### src/rtl/spi_pkg.sv
// Shared SPI definitions: the master FSM state encoding and the default word
// width, which the companion SPI slave also takes from here.
package spi_pkg;

  localparam int SPI_DEFAULT_BC = 8;

  typedef enum logic [2:0] {
    IDLE,
    LEAD,
    HI,
    LO,
    GAP
  } spi_state_e;

endpackage

### src/rtl/spi_half_tick.sv
// Half-period pacer: tick_o is high for one cycle out of every HALF cycles.
// The count restarts from zero on every cycle where clear_i is high.
module spi_half_tick #(
  parameter int HALF = 4
) (
  input  logic clk_i,
  input  logic rst_ni,
  input  logic clear_i,
  output logic tick_o
);

  localparam int CW = (HALF > 1) ? $clog2(HALF) : 1;

  logic [CW-1:0] cnt_q, cnt_d;

  assign tick_o = (cnt_q == CW'(HALF - 1));

  always_comb begin
    cnt_d = cnt_q + CW'(1);
    if (clear_i || tick_o) cnt_d = '0;
  end

  always_ff @(posedge clk_i) begin
    if (!rst_ni) cnt_q <= '0;
    else         cnt_q <= cnt_d;
  end

endmodule

### src/rtl/spi_master.sv
// SPI mode-0 master. A single BC-bit shift register transmits MSB-first on
// mosi and collects miso at its LSB; every FSM phase lasts HALF clk cycles.
module spi_master
  import spi_pkg::*;
#(
  parameter int BC   = SPI_DEFAULT_BC,
  parameter int HALF = 4
) (
  input  logic          clk,
  input  logic          rst_n,
  input  logic          start,
  input  logic [BC-1:0] din,
  output logic          busy,
  output logic          done,
  output logic [BC-1:0] dout,
  output logic          cs,
  output logic          sck,
  output logic          mosi,
  input  logic          miso
);

  localparam int NW = $clog2(BC + 1);

  spi_state_e    state_q, state_d;
  logic [BC-1:0] shift_q, shift_d;
  logic [BC-1:0] dout_q, dout_d;
  logic [NW-1:0] bitcnt_q, bitcnt_d;
  logic          busy_q, busy_d;
  logic          done_q, done_d;
  logic          cs_q, cs_d;
  logic          sck_q, sck_d;
  logic          mosi_q, mosi_d;
  logic          tick;
  logic          tick_clear;
  logic          in_xfer;

  // The pacer is held at zero in IDLE and restarted whenever the state changes.
  assign tick_clear = (state_q == IDLE) || (state_d != state_q);

  spi_half_tick #(
    .HALF(HALF)
  ) u_half_tick (
    .clk_i  (clk),
    .rst_ni (rst_n),
    .clear_i(tick_clear),
    .tick_o (tick)
  );

  always_comb begin
    state_d  = state_q;
    shift_d  = shift_q;
    bitcnt_d = bitcnt_q;
    dout_d   = dout_q;
    done_d   = 1'b0;
    case (state_q)
      IDLE: begin
        if (start) begin
          shift_d  = din;
          bitcnt_d = '0;
          state_d  = LEAD;
        end
      end
      LEAD: begin
        if (tick) state_d = HI;
      end
      HI: begin
        if (tick) begin
          shift_d  = {shift_q[BC-2:0], miso};
          bitcnt_d = bitcnt_q + NW'(1);
          state_d  = LO;
        end
      end
      LO: begin
        if (tick) begin
          if (bitcnt_q == NW'(BC)) begin
            dout_d  = shift_q;
            done_d  = 1'b1;
            state_d = GAP;
          end else begin
            state_d = HI;
          end
        end
      end
      GAP: begin
        if (tick) state_d = IDLE;
      end
      default: state_d = IDLE;
    endcase
  end

  // Pin values are computed from the upcoming state so they register cleanly.
  always_comb begin
    in_xfer = (state_d == LEAD) || (state_d == HI) || (state_d == LO);
    cs_d    = !in_xfer;
    sck_d   = (state_d == HI);
    busy_d  = (state_d != IDLE);
    mosi_d  = in_xfer & shift_d[BC-1];
  end

  always_ff @(posedge clk) begin
    if (!rst_n) begin
      state_q  <= IDLE;
      shift_q  <= '0;
      bitcnt_q <= '0;
      dout_q   <= '0;
      busy_q   <= 1'b0;
      done_q   <= 1'b0;
      cs_q     <= 1'b1;
      sck_q    <= 1'b0;
      mosi_q   <= 1'b0;
    end else begin
      state_q  <= state_d;
      shift_q  <= shift_d;
      bitcnt_q <= bitcnt_d;
      dout_q   <= dout_d;
      busy_q   <= busy_d;
      done_q   <= done_d;
      cs_q     <= cs_d;
      sck_q    <= sck_d;
      mosi_q   <= mosi_d;
    end
  end

  assign busy = busy_q;
  assign done = done_q;
  assign dout = dout_q;
  assign cs   = cs_q;
  assign sck  = sck_q;
  assign mosi = mosi_q;

endmodule
### config.mk
export PLATFORM = sky130hd
export DESIGN_NAME = spi_master
export DESIGN_NICKNAME = d
export VERILOG_FILES = /design/src/rtl/spi_pkg.sv /design/src/rtl/spi_half_tick.sv /design/src/rtl/spi_master.sv
export SDC_FILE = /design/constraint.sdc
export NUM_CORES = 1
export LEC_CHECK = 0
export ABC_AREA = 1
export CAP_MARGIN = 25
export CORE_ASPECT_RATIO = 1.4
export CORE_UTILIZATION = 45
export DETAILED_ROUTE_END_ITERATION = 10
export PLACE_DENSITY = 0.75
export SKIP_LAST_GASP = 1
export SLEW_MARGIN = 10
export SYNTH_ARGS = -nofsm -noshare
export SYNTH_HDL_FRONTEND = slang
export SYNTH_SLANG_ARGS = --single-unit
### constraint.sdc
create_clock -name clk -period 2.1 [get_ports clk]
set_clock_uncertainty 0.2 [all_clocks]
set_input_delay 0.315 -clock clk [delete_from_list [all_inputs] [get_ports clk]]
set_output_delay 0.315 -clock clk [all_outputs]
set_load 0.03 [all_outputs]
======== Yosys cells after proc, flatten, opt, wreduce, memory -nomap -nowiden ========
Index checks and enable logic that the tools add are counted.
storage, ports and cells
  register bits after elaboration ......... 30
  input bits .............................. 12
  output and inout port bits .............. 13
  logic and storage cells ................. 53
operators by class
  add/sub/neg operators ................... 2
  equality and inequality tests ........... 12
  mux-type cells .......................... 14
  bitwise operators ....................... 2
  reduce and logical (&&, ||, !) cells .... 12
operator list
  operator                                                number
  two-way mux 3 bit                                       6
  two-way mux 8 bit                                       2
  one-hot mux 8 bit (2 select lines)                      1
  one-hot mux 3 bit (5 select lines)                      1
  == test 3 x 2 -> 1 bit (second input constant)          4
  AND reduction 3 bit                                     3
  two-way mux 4 bit                                       2
  one-hot mux 4 bit (2 select lines)                      1
  == test 3 x 1 -> 1 bit (second input constant)          2
  adder 4 x 1 -> 4 bit (second input constant)            1
  == test 4 bit (second input constant)                   1
  logical OR 1 bit                                        4
  == test 3 bit (second input constant)                   1
  logical NOT 3 bit                                       1
  inequality test 3 bit                                   1
  nonzero test 3 bit                                      1
  adder 2 x 1 -> 2 bit (second input constant)            1
  == test 2 bit (second input constant)                   1
  inequality test 2 x 1 -> 1 bit (second input constant)  1
  inequality test 2 bit (second input constant)           1
  nonzero test 2 bit                                      1
  OR reduction 2 bit                                      1
  AND 1 bit                                               1
  logical NOT 1 bit                                       1
  other kinds (2)                                         2

======== Longest topological paths before layout ========
  depth after elaboration ................. 8
  depth in mapped cells ................... 9
  gate-level depth less buffers ........... 9

======== Modules after synthesis ========
A second synthesis with hierarchy kept.
second synthesis, totals
  cell total of the unflattened synthesis .. 182
  area, all modules ....................... 1371.3 sq um
by module, submodules not included
  module         instances  cells an instance  area an instance (sq um)  sequential area each (sq um)
  spi_master     1          174                1300.0                    560.5
  spi_half_tick  1          8                  71.3                      40.0

======== Worst setup path before layout ========
No wires, ideal clock.
  kind .................................... flip-flop to flip-flop
  start point ............................. reg bitcnt_q[0]
  end point ............................... reg busy_q, in the netlist busy
  setup time .............................. 0.120 ns
  data arrival time ....................... 1.151 ns
  required time ........................... 1.780 ns
  setup slack ............................. 0.629 ns
  stages on the path, launching flop included .. 8
  buffers on the path ..................... 0
  clock period less this slack ............ 1.471 ns
  path through ............................ dfxtp_1 > inv_1 > ha_1 > nand4_1 > inv_1 > a21oi_1 > nor2_1 > or2_1
on the way
  longest elaborated chain between the ends .. 5
ends and longest elaborated chain
  what                                RTL line           text
  start, declared                     spi_master.sv:27   logic [NW-1:0] bitcnt_q, bitcnt_d;
  start signal, assigned              spi_master.sv:114  bitcnt_q <= bitcnt_d;
  == test 4 bit                       spi_master.sv:75   if (bitcnt_q == NW'(BC)) begin
  two-way mux 3 bit                   spi_master.sv:75
  two-way mux 3 bit                   spi_master.sv:74   if (tick) begin
  one-hot mux 3 bit (5 select lines)  spi_master.sv:55   case (state_q)
  nonzero test 3 bit                  spi_master.sv:96   busy_d = (state_d != IDLE);
  end signal, assigned                spi_master.sv:116  busy_q <= busy_d;
  end, declared                       spi_master.sv:28   logic busy_q, busy_d;
No other way between the ends.
A chain may end at the register's enable or synchronous reset.

======== Worst setup path in the final report ========
  start point ............................. reg dout_q[7], in the netlist dout[7]
  end point ............................... out dout[7]
RTL lines
  what                    RTL line           text
  start, declared         spi_master.sv:26   logic [BC-1:0] dout_q, dout_d;
  start signal, assigned  spi_master.sv:115  dout_q <= dout_d;
  end, declared           spi_master.sv:15   output logic [BC-1:0] dout,
No word-level cell between the ends.

==> flow_summary.json <==
{
  "status": "complete, no violations",
  "via_per_inst": 5.04,
  "fin_crit_ns": 1.88,
  "regArea_um2": 601,
  "cts_tree": "built",
  "first_pass_iters": 4,
  "synth_area_per_cell_um2": 7.31,
  "dieArea_um2": 3150,
  "nFillCells": 273,
  "grt_util_all_layers": 0.223,
  "drtAntennaViolNets": 0,
  "synth-xor-area-share": 0,
  "pwr_density_cell_nw_per_um2": 703,
  "cts_buffers": 5,
  "synth_top_family_by_area": "simple AND/OR/NAND/NOR gates",
  "grt_pass1_wl_mm": 4.94,
  "place_area_um2": 1610,
  "synth_edf_count": 0,
  "start_kind": "register",
  "crit_path_max_fanout": 2,
  "ys_seq_area_frac": 0.456,
  "grt.overflow.total": 0,
  "diodes": 0,
  "clk_latency_ns": 0.33,
  "cpLargestDelayFamily": "buffers and inverters",
  "vdd_drop_max_mv": 0.696,
  "cp_cell_sequence": "clkdlybuf4s50_1",
  "clock-root-buffer": "clkbuf_4",
  "synthTopCellsByCount": "45 x nand2_1, 30 x dfxtp_1, 22 x nor2_1, 20 x inv_1, 14 x a21oi_1",
  "htreeDepth": 2,
  "clk_path_buf_depth": 2,
  "setup_viol": 0,
  "yosys.area_share.simple": 0.301,
  "postCtsSetupBuffers": 0,
  "grt_max_degree": 16,
  "syn_area_um2": 1320,
  "ys_seq_elements": 30,
  "fin_crit_sh": 0.895,
  "cts_resized": 0,
  "post-route-cell-area_um2": 1690,
  "synth.area.top_cells": "dfxtp_1 46%, nand2_1 13%, nor2_1 6.3%",
  "start_util": 0.488,
  "grt_pass1_vias": 1213,
  "synth-main-ff-cell": "dfxtp_1",
  "multi_input_area_um2": 611,
  "hpwl_mm": 2.27,
  "relSlewSlack": 0.736,
  "clk_pin_slew_ns": 0.09,
  "drive_gt1_frac": 0.0896,
  "worst-slew-pin-transition_ns": 0.394,
  "crit_path_max_incr_delay_ns": 0.68,
  "cp_slowest_cell": "clkdlybuf4s50_1",
  "synth_fa_ha_area_frac": 0.0380,
  "drv_cap": 0,
  "synth-async-reset-ratio": 0,
  "synth.net_count": 196,
  "yosysMostFrequentCell": "nand2_1",
  "io_pins": 25,
  "synthCells": 180,
  "max_freq_ghz": 0.532,
  "grt_setup_unrepaired": "false",
  "yosys_warnings": 0,
  "syn2layout_area_growth_pct": 28.4,
  "wl_mm": 2.93,
  "cp_num_buf_inv": 1,
  "synth_compound_area_frac": 0.125,
  "finalHoldViolations": 0,
  "synthDistinctLibCells": 27,
  "drv_slew": 0,
  "rows": 22,
  "synth.area.mux_share": 0,
  "coreArea_um2": 2700,
  "p_leak_nw": 0.758,
  "arrival_ns": 1.36,
  "crit_required_ns": 1.58,
  "port-buffer-count": 24,
  "drtIter0Drc": 13,
  "nNetsFinal": 228,
  "synth_top_area_share": 0.456,
  "cts.hold.buffers_added": 0,
  "drc_errors": 0,
  "critPathCaptureType": "output pin",
  "grt_antenna_before_repair": 0,
  "die_h_um": 66.0,
  "chipWidth_um": 47.7,
  "power_mw": 1.19,
  "tns_ns": 0,
  "wire_per_inst_um": 11.8,
  "min-delay-path-class": "register to register",
  "crit_type": "register to output pin",
  "gp_congestion": 0.896,
  "synth_area_leader_cell": "dfxtp_1",
  "cts_sinks": 30,
  "vias": 1250
}
## report_power, final
part           internal (mW)  switching [mW]  total (mW)
Combinational         0.0545          0.0713       0.126
Clock                  0.277           0.190       0.466
Sequential             0.586         0.00988       0.596
## layout make-up
class | instances | area share
Multi-Input combinational cell | 125 | 0.361
Clock inverter | 1 | 0.0178
Timing Repair Buffer | 28 | 0.160
Inverter | 22 | 0.0489
Tap cell | 36 | 0.0266
Sequential cell | 30 | 0.355
Clock buffer | 6 | 0.0303
## stage by stage
step	hold slack, ns	util	instances	worst slack [ns]
2_1_floorplan	0.221	-	180	0.629
3_3_place_gp	0.227	0.596	241	0.304
3_5_place_dp	0.260	0.596	241	0.256
4_1_cts	0.275	0.627	248	0.189
5_1_grt	0.288	0.627	248	0.150
6_report	0.272	0.627	248	0.221
## metal layers
| layer | vias to the layer above | track usage | part of all wire |
|---|---|---|---|
| li1 | 639 | - | - |
| met1 | 573 | 0.230 | 0.42 |
| met2 | 28 | 0.380 | 0.51 |
| met3 | 10 | 0.0656 | 0.045 |
| met4 | 0 | 0.118 | 0.030 |
| met5 | - | 0 | 0 |
## cells by family after synthesis
family,after synthesis
AO/OA/AOI/OAI,31
adder cells (fa/ha/maj),4
buffers and inverters,25
flip-flops,30
AND/OR/NAND/NOR,90
## path summary, 6_finish.rpt
kind                                      startpoint       to  slack [ns]  depth (start not counted)
worst max register to register  u_half_tick.cnt_q[0]  dout[3]        0.35                          6
worst min-delay path                      shift_q[0]  dout[0]        0.27                          2
worst min register to register            shift_q[0]  dout[0]        0.27                          2
worst max-delay path                         dout[7]  dout[7]        0.22                          1
## sequential cells by signal, indices dropped and copies added (netlist names), 2 cells and up
name and flops:
bitcnt_q 4, dout 8, shift_q 8, state_q 3, u_half_tick.cnt_q 2
## placed cells by master (no fill, tap or decap)
cell | synthesis | layout
o21ai_1 | 1 | 1
nor2_2 | 1 | 1
dfxtp_1 | 30 | 30
nor3b_1 | 1 | 1
or2_1 | 1 | 1
inv_2 | 1 | 1
and3_1 | 1 | 1
o21ai_0 | 12 | 12
inv_1 | 20 | 20
bufinv_16 | 0 | 1
buf_4 | 1 | 4
a21oi_1 | 14 | 14
nand2_2 | 1 | 1
clkbuf_8 | 0 | 1
clkinv_1 | 1 | 1
a31oi_1 | 2 | 2
nor2_1 | 22 | 22
nor2_4 | 1 | 1
nand3_1 | 8 | 8
clkbuf_4 | 0 | 5
clkdlybuf4s50_1 | 0 | 24
nand3_2 | 2 | 2
o21ai_2 | 1 | 1
nor3_2 | 1 | 1
nor3_1 | 5 | 5
nand2_1 | 45 | 45
ha_1 | 4 | 4
o21a_1 | 1 | 1
nand4_1 | 1 | 1
No activity file was read; power rests on OpenSTA's default activity.
